<file path="config.mk">
export PLATFORM = sky130hd
export DESIGN_NAME = lif_array_scheduler
export DESIGN_NICKNAME = d
export VERILOG_FILES = /design/src/rtl/lif_pkg.sv /design/src/rtl/lif_update_core.sv /design/src/rtl/lif_array_scheduler.sv
export SDC_FILE = /design/constraint.sdc
export NUM_CORES = 1
export LEC_CHECK = 0
export BUFFER_PORTS_ARGS = -buffer_cell sky130_fd_sc_hd__buf_2
export CAP_MARGIN = 5
export CORE_ASPECT_RATIO = 1.1
export CORE_MARGIN = 2
export CORE_UTILIZATION = 39
export CTS_CLUSTER_DIAMETER = 40
export CTS_CLUSTER_SIZE = 12
export DETAILED_ROUTE_END_ITERATION = 8
export GPL_TIMING_DRIVEN = 0
export PLACE_DENSITY = 0.51
export SKIP_LAST_GASP = 1
export SLEW_MARGIN = 30
export SYNTH_ARGS = -nofsm -noshare
export SYNTH_HDL_FRONTEND = slang
export SYNTH_SLANG_ARGS = --single-unit
</file>
<file path="constraint.sdc">
create_clock -name clk_i -period 14.29 [get_ports clk_i]
set_input_delay 0.7145 -clock clk_i [delete_from_list [all_inputs] [get_ports clk_i]]
set_output_delay 0.7145 -clock clk_i [all_outputs]
set_load 0.01 [all_outputs]
</file>
<file path="src/rtl/lif_pkg.sv">
// Shared types and helpers for the time-multiplexed LIF neuron array.
package lif_pkg;

  localparam int STATE_W = 8;

  typedef enum logic [1:0] {
    ST_IDLE   = 2'd0,
    ST_UPDATE = 2'd1,
    ST_DONE   = 2'd2
  } fsm_state_t;

  // Clamp a one-bit-wider sum back into the 8-bit range.
  function automatic logic [STATE_W-1:0] sat255(input logic [STATE_W:0] x);
    return x[STATE_W] ? {STATE_W{1'b1}} : x[STATE_W-1:0];
  endfunction

endpackage

</file>
<file path="src/rtl/lif_update_core.sv">
// Combinational single-neuron LIF step with adaptive threshold.
module lif_update_core
  import lif_pkg::*;
#(
  parameter int THRESHOLD_INC = 2,
  parameter int THRESHOLD_DEC = 1,
  parameter int THRESHOLD_MIN = 16
) (
  input  logic [STATE_W-1:0] i_s,
  input  logic [STATE_W-1:0] i_t,
  input  logic [STATE_W-1:0] i_c,
  output logic [STATE_W-1:0] o_s_next,
  output logic [STATE_W-1:0] o_t_next,
  output logic               o_spike
);

  logic [STATE_W-1:0] w_t_inc;
  logic [STATE_W-1:0] w_s_charge;
  logic [STATE_W-1:0] w_s_leak;

  assign o_spike    = (i_s >= i_t);
  assign w_t_inc    = sat255({1'b0, i_t} + (STATE_W+1)'(THRESHOLD_INC));
  assign w_s_charge = sat255({1'b0, i_c} + {2'b00, i_s[STATE_W-1:1]});
  assign w_s_leak   = i_s - {3'b000, i_s[STATE_W-1:3]};

  always_comb begin
    o_s_next = i_s;
    o_t_next = i_t;
    if (o_spike) begin
      o_s_next = '0;
      o_t_next = w_t_inc;
    end else begin
      o_s_next = (i_c != '0) ? w_s_charge : w_s_leak;
      // Threshold only decays while it sits above the floor.
      if (i_t > STATE_W'(THRESHOLD_MIN)) o_t_next = i_t - STATE_W'(THRESHOLD_DEC);
    end
  end

endmodule

</file>
<file path="src/rtl/lif_array_scheduler.sv">
// Sweeps N_NEURONS virtual LIF neurons through one shared update core per tick,
// queueing spiking addresses into a small AER FIFO.
//   state     | meaning
//   ST_IDLE   | waiting for tick_i
//   ST_UPDATE | updating neuron r_idx, stalls while a spike cannot be queued
//   ST_DONE   | one-cycle done_o pulse, then back to idle
module lif_array_scheduler
  import lif_pkg::*;
#(
  parameter int N_NEURONS     = 8,
  parameter int ADDR_W        = 3,
  parameter int THRESHOLD     = 32,
  parameter int THRESHOLD_INC = 2,
  parameter int THRESHOLD_DEC = 1,
  parameter int THRESHOLD_MIN = 16,
  parameter int FIFO_DEPTH    = 4
) (
  input  logic              clk_i,
  input  logic              rst_ni,
  input  logic              tick_i,
  input  logic              cur_valid_i,
  output logic              cur_ready_o,
  input  logic [ADDR_W-1:0] cur_addr_i,
  input  logic [7:0]        cur_i,
  output logic              spk_valid_o,
  input  logic              spk_ready_i,
  output logic [ADDR_W-1:0] spk_addr_o,
  output logic              busy_o,
  output logic              done_o,
  output logic              overrun_o
);

  localparam int CNT_W = $clog2(FIFO_DEPTH + 1);
  localparam int PTR_W = $clog2(FIFO_DEPTH);
  localparam logic [ADDR_W-1:0] LAST_IDX = ADDR_W'(N_NEURONS - 1);

  logic [STATE_W-1:0] r_state  [N_NEURONS];
  logic [STATE_W-1:0] r_thr    [N_NEURONS];
  logic [STATE_W-1:0] r_curbuf [N_NEURONS];

  fsm_state_t        r_fsm, w_fsm_next;
  logic [ADDR_W-1:0] r_idx, w_idx_next;

  logic [ADDR_W-1:0] r_fifo [FIFO_DEPTH];
  logic [PTR_W-1:0]  r_wr_ptr, r_rd_ptr;
  logic [CNT_W-1:0]  r_cnt;

  logic r_cur_ready;
  logic r_overrun;

  logic [STATE_W-1:0] w_s_next, w_t_next;
  logic               w_spike;
  logic               w_wr, w_pop, w_full, w_in_update, w_stall, w_commit, w_push;

  lif_update_core #(
    .THRESHOLD_INC(THRESHOLD_INC),
    .THRESHOLD_DEC(THRESHOLD_DEC),
    .THRESHOLD_MIN(THRESHOLD_MIN)
  ) u_core (
    .i_s      (r_state[r_idx]),
    .i_t      (r_thr[r_idx]),
    .i_c      (r_curbuf[r_idx]),
    .o_s_next (w_s_next),
    .o_t_next (w_t_next),
    .o_spike  (w_spike)
  );

  assign w_wr        = cur_valid_i & r_cur_ready;
  assign w_pop       = (r_cnt != '0) & spk_ready_i;
  assign w_full      = (r_cnt == CNT_W'(FIFO_DEPTH));
  assign w_in_update = (r_fsm == ST_UPDATE);
  // A pop in the same cycle frees the slot the spike needs.
  assign w_stall     = w_in_update & w_spike & w_full & ~w_pop;
  assign w_commit    = w_in_update & ~w_stall;
  assign w_push      = w_commit & w_spike;

  always_comb begin
    w_fsm_next = r_fsm;
    w_idx_next = r_idx;
    case (r_fsm)
      ST_IDLE: begin
        if (tick_i) begin
          w_fsm_next = ST_UPDATE;
          w_idx_next = '0;
        end
      end
      ST_UPDATE: begin
        if (w_commit) begin
          if (r_idx == LAST_IDX) w_fsm_next = ST_DONE;
          else                   w_idx_next = r_idx + 1'b1;
        end
      end
      ST_DONE: w_fsm_next = ST_IDLE;
      default: w_fsm_next = ST_IDLE;
    endcase
  end

  always_ff @(posedge clk_i or negedge rst_ni) begin
    if (!rst_ni) begin
      r_fsm       <= ST_IDLE;
      r_idx       <= '0;
      r_cur_ready <= 1'b0;
      r_overrun   <= 1'b0;
    end else begin
      r_fsm       <= w_fsm_next;
      r_idx       <= w_idx_next;
      r_cur_ready <= 1'b1;
      if (tick_i && (r_fsm != ST_IDLE)) r_overrun <= 1'b1;
    end
  end

  always_ff @(posedge clk_i or negedge rst_ni) begin
    if (!rst_ni) begin
      for (int i = 0; i < N_NEURONS; i++) begin
        r_state[i]  <= '0;
        r_thr[i]    <= STATE_W'(THRESHOLD);
        r_curbuf[i] <= '0;
      end
    end else begin
      for (int i = 0; i < N_NEURONS; i++) begin
        if (w_commit && (r_idx == ADDR_W'(i))) begin
          r_state[i]  <= w_s_next;
          r_thr[i]    <= w_t_next;
          // A write landing on the neuron being committed starts the next accumulation.
          r_curbuf[i] <= (w_wr && (cur_addr_i == ADDR_W'(i))) ? cur_i : '0;
        end else if (w_wr && (cur_addr_i == ADDR_W'(i))) begin
          r_curbuf[i] <= sat255({1'b0, r_curbuf[i]} + {1'b0, cur_i});
        end
      end
    end
  end

  always_ff @(posedge clk_i or negedge rst_ni) begin
    if (!rst_ni) begin
      for (int i = 0; i < FIFO_DEPTH; i++) r_fifo[i] <= '0;
      r_wr_ptr <= '0;
      r_rd_ptr <= '0;
      r_cnt    <= '0;
    end else begin
      if (w_push) begin
        r_fifo[r_wr_ptr] <= r_idx;
        r_wr_ptr         <= r_wr_ptr + 1'b1;
      end
      if (w_pop) r_rd_ptr <= r_rd_ptr + 1'b1;
      case ({w_push, w_pop})
        2'b10:   r_cnt <= r_cnt + 1'b1;
        2'b01:   r_cnt <= r_cnt - 1'b1;
        default: r_cnt <= r_cnt;
      endcase
    end
  end

  assign cur_ready_o = r_cur_ready;
  assign spk_valid_o = (r_cnt != '0);
  assign spk_addr_o  = r_fifo[r_rd_ptr];
  assign busy_o      = (r_fsm != ST_IDLE);
  assign done_o      = (r_fsm == ST_DONE);
  assign overrun_o   = r_overrun;

endmodule
</file>
==> flow_summary.rst <==
.. list-table::
   :header-rows: 1

   * - Metric
     - Value
   * - All-layer global routing usage
     - between 20 and 30%
   * - Cell Area, Placed
     - approximately 15000 um^2
   * - Uppermost signal routing layer after detailed routing
     - met4
   * - Final-stage net count
     - between 1500 and 2000
   * - DR vias/cell
     - between 5 and 6
   * - Clock Skew
     - ~0.019 ns
   * - Final hold viol count
     - 0
   * - Area enclosed by the die boundary
     - 38200 um^2
   * - Total length of routed wires
     - between 40 and 50 mm
   * - Met3 routed WL
     - 2.38 mm
   * - Rows
     - 73
   * - Synthesized-area fraction occupied by and/or/nand/nor cells
     - between 10% and 20%
   * - Worst Max-Slew Pin Slew
     - 0.977 ns
   * - Buffer depth of the longest clock path
     - 3
   * - Required @ worst endpoint
     - 14.67 ns
   * - Run status
     - completed
   * - Number of failing setup endpoints in the final timing report
     - 0
   * - Synthesized-area fraction occupied by ao, oa, aoi and oai cells
     - between 10% and 20%
   * - Highest-count cells in the layout ignoring fill and taps
     - 210 x dfrtp_1, 209 x nand2_1, 196 x o21ai_0
   * - Buffer cell driving the clock tree root
     - clkbuf_16
   * - Num Clock Sinks
     - 218
   * - Weighted congestion at the end of routability-driven global placement
     - about 0.93
   * - Net count after synthesis
     - around 1600
   * - Worst path setup slack after routing
     - approximately 7.6 ns
   * - Area Growth Syn to Fin
     - 17.8%
   * - Post-Synth XOR/XNOR Area
     - roughly 3.4%
   * - Number of max-cap violations
     - 0
   * - Pleak
     - ~7.5 nW
   * - First-pass GRT wire length
     - 74.1 mm
   * - Core region area
     - approximately 36000 um^2
   * - Worst path arrival time
     - around 7 ns
   * - Drt initial violations
     - 791
   * - VDD IR-drop max
     - ~0.00012 V
   * - Post-route DRC
     - 0
   * - Post-Route Setup TNS
     - 0 ns
   * - CTS tree
     - yes
   * - Relative slew slack
     - ~35%
   * - Cts bufs inserted
     - 46
   * - Tcrit/Tclk final
     - around 47%
   * - Cell Count Post-Placement
     - approximately 2000
   * - Wl on met1
     - between 20 and 25 mm
   * - Share of synthesized registers carrying an async set or reset
     - 100%
   * - Fraction of final layout cells sized beyond drive strength 1
     - a little over an eighth
   * - H-tree depth
     - 2
   * - Syn Inst Count
     - 1487
   * - Number of enable-type register cells in the synthesized netlist
     - 0
   * - Synthesized area per cell
     - roughly 9.6 um^2
   * - Largest net degree at the start of global routing
     - 66
   * - Fin cells
     - between 2000 and 2500
   * - Register clock-pin slew on the reported worst setup and hold paths
     - approximately 0.060 ns
   * - Areal power density over the cells
     - 301 nW/um^2
   * - Number of slew-limit violations in the final report
     - 0
   * - Starting density of the core
     - between 30% and 40%
   * - Critical-path maximum fanout
     - 10
   * - Hold Path Class
     - in -> async
   * - Post-synthesis share of cell area spent on full adders, half adders and majority gates
     - about a tenth
   * - Length of routed met2 wiring
     - ~23 mm
   * - Antenna Diode Count
     - 0
   * - Most frequent standard cell in the layout excluding fill and tap cells
     - dfrtp_1
   * - HPWL after detailed placement
     - roughly 35 mm
   * - R2R setup slack
     - approximately 7.6 ns
   * - Number of buffers inserted by hold repair at cts
     - 0
   * - Dpl ws
     - 7.71 ns
   * - Number of library cell types mapped by synthesis
     - between 70 and 80
   * - Number of global-route vias before repair
     - 12140
   * - Post-DRT Antenna Nets
     - 0
   * - Seq cells post-synth
     - roughly 220
   * - Post-synth top flop
     - dfrtp_1
   * - Final design area excluding fillers
     - approximately 17000 um^2
   * - Fin crit period
     - 6.65 ns
   * - Count of input and output buffers
     - 23
   * - Die width
     - roughly 190 um
   * - Crit end category
     - flip-flop
   * - Cell types with the largest area share after synthesis
     - dfrtp_1 37%, ha_1 8.8%, o21ai_0 6.9%
   * - Fraction of synthesized area in multiplexers
     - roughly a tenth
   * - Filler Cells Inserted
     - ~3500
   * - Total chip power
     - ~0.005 W
   * - Number of antenna violations at the first check in global routing
     - 0
   * - Detailed-route wire length per cell
     - ~23 um
   * - Kind of start point of the critical path
     - flip-flop
   * - Post-Synthesis Cell Area
     - 14300 um^2
   * - Cell count of the worst reg-to-reg path
     - 17
   * - Launch point of the worst reg-to-reg path
     - r_idx[0]$_DFFE_PN0P_
   * - Combinational family with the most area after synthesis
     - compound AO/OA/AOI/OAI gates
   * - Buffer count from post-CTS setup fixing
     - 0
   * - Count of boundary I/O pins
     - 24
   * - Seq/Total Area, Yosys
     - a little under two fifths
   * - Number of detailed-routing iterations run before antenna repair
     - 5
   * - Number of warnings reported in the yosys synthesis log
     - 0
   * - DR vias
     - 12032
   * - Height of the die
     - roughly 200 um
   * - Share of the synthesized area in the top cell type
     - 36.8%
   * - Unrepaired setup endpoints after global routing
     - no
   * - Clock network latency to the later pin of the worst-skew pair
     - about 0.55 ns
   * - Cell type with the highest aggregate area in the netlist
     - dfrtp_1
   * - Remaining global-route overflow
     - 0
   * - Kind of critical path
     - reg -> reg
   * - Worst r2r dst
     - r_thr[38]$_DFFE_PN0N_
   * - Highest achievable clock rate
     - roughly 150 MHz
   * - Quantity of gates resized following cts
     - 0
[cell type report]
type / count / area, um^2 / share of cell area [%]
clock inverters: 25 / 395 / 2.35
inverters: 60 / 225 / 1.34
multi-input cells: 1137 / 8330 / 49.5
repair buffers: 28 / 223 / 1.32
well taps: 487 / 609 / 3.62
plain buffers: 72 / 310 / 1.84
clock buffers: 58 / 1270 / 7.53
flip-flops and latches: 218 / 5470 / 32.5
[per-layer routing]
layer  up-vias  global-route usage, %
met1      6002                   33.2
met3       109                   4.03
met4         0                   10.8
met2       351                   43.5
li1       5570                      -
met5         -                      0
[worst max-delay path: stages (launching register included)]
cell,delay [ns]
dfrtp_1,0.38
buf_4,0.31
buf_6,0.25
buf_6,0.21
buf_2,0.44
clkbuf_1,0.75
mux4_2,0.62
mux2i_1,0.35
ha_1,0.20
nand2b_1,0.10
a31oi_1,0.12
o21a_1,0.20
buf_2,0.19
buf_1,0.32
o211ai_1,0.61
clkbuf_1,0.52
clkbuf_1,0.67
o21ai_0,0.19
[stage by stage]
step,utilization (%),hold slack (ns)
2_1_floorplan,-,0.419
3_3_place_gp,41.5,0.432
3_5_place_dp,41.9,0.447
4_1_cts,46.5,0.0728
5_1_grt,46.5,0.0951
6_report,46.5,0.0643
[power breakdown]
part / leakage, nW / switching (W) / internal (W) / total (W)
logic: 3.90 / 0.00177 / 0.00105 / 0.00282
clock network: 0.816 / 0.000358 / 0.000803 / 0.00116
registers: 2.77 / 0.000199 / 0.000880 / 0.00108
total: 7.48 / 0.00233 / 0.00273 / 0.00506
[worst max path at each step]
| stage | startpoint | endpoint | slack [ns] | cells past startpoint |
|---|---|---|---|---|
| after floorplan | r_idx[0]$_DFFE_PN0P_ | r_cnt[2]$_DFFE_PN0P_ | 9.41 | 22 |
| after global placement | r_idx[0]$_DFFE_PN0P_ | r_curbuf[48]$_DFFE_PN0P_ | 7.69 | 17 |
| after detailed placement | r_idx[0]$_DFFE_PN0P_ | r_thr[35]$_DFFE_PN0N_ | 7.71 | 17 |
| after CTS | r_idx[0]$_DFFE_PN0P_ | r_thr[38]$_DFFE_PN0N_ | 7.70 | 17 |
| after global routing | r_idx[0]$_DFFE_PN0P_ | r_state[34]$_DFFE_PN0N_ | 7.35 | 19 |
| final | r_idx[0]$_DFFE_PN0P_ | r_thr[38]$_DFFE_PN0N_ | 7.64 | 17 |
[cell usage after synthesis, types with 16 or more instances]
cell type and number:
nand2b_1 18, nor3_1 32, a22o_1 35, mux4_2 43
o211ai_1 16, a21oi_1 43, nand3_1 18, xor2_1 20
dfrtp_1 210, a21o_1 19, nor2_1 55, nand2_1 209
and3_1 34, o21ai_1 19, o21ai_0 196, nor2b_1 23
xnor2_1 36, ha_1 100, mux2_2 17, o21a_1 22
clkbuf_1 53, inv_1 58, mux2i_1 21
[state kept, by name, summed over array words and instances (netlist names)]
| signal | flops |
|---|---|
| cur_ready_o | 1 |
| overrun_o | 1 |
| r_cnt | 3 |
| r_curbuf | 64 |
| r_fifo | 12 |
| r_fsm | 2 |
| r_idx | 3 |
| r_rd_ptr | 2 |
| r_state | 64 |
| r_thr | 64 |
| r_wr_ptr | 2 |
[logic make-up (layout without fill, tap and decap cells)]
kind of cell             after synthesis  in the layout
XOR/XNOR                              56             56
AO/OA/AOI/OAI                        443            443
AND/OR/NAND/NOR                      443            443
flip-flops                           218            218
multiplexers                          83             83
adder cells (fa/ha/maj)              111            111
buffers and inverters                132            243
other                                  1              1
Power figures use the tool's default switching activity.
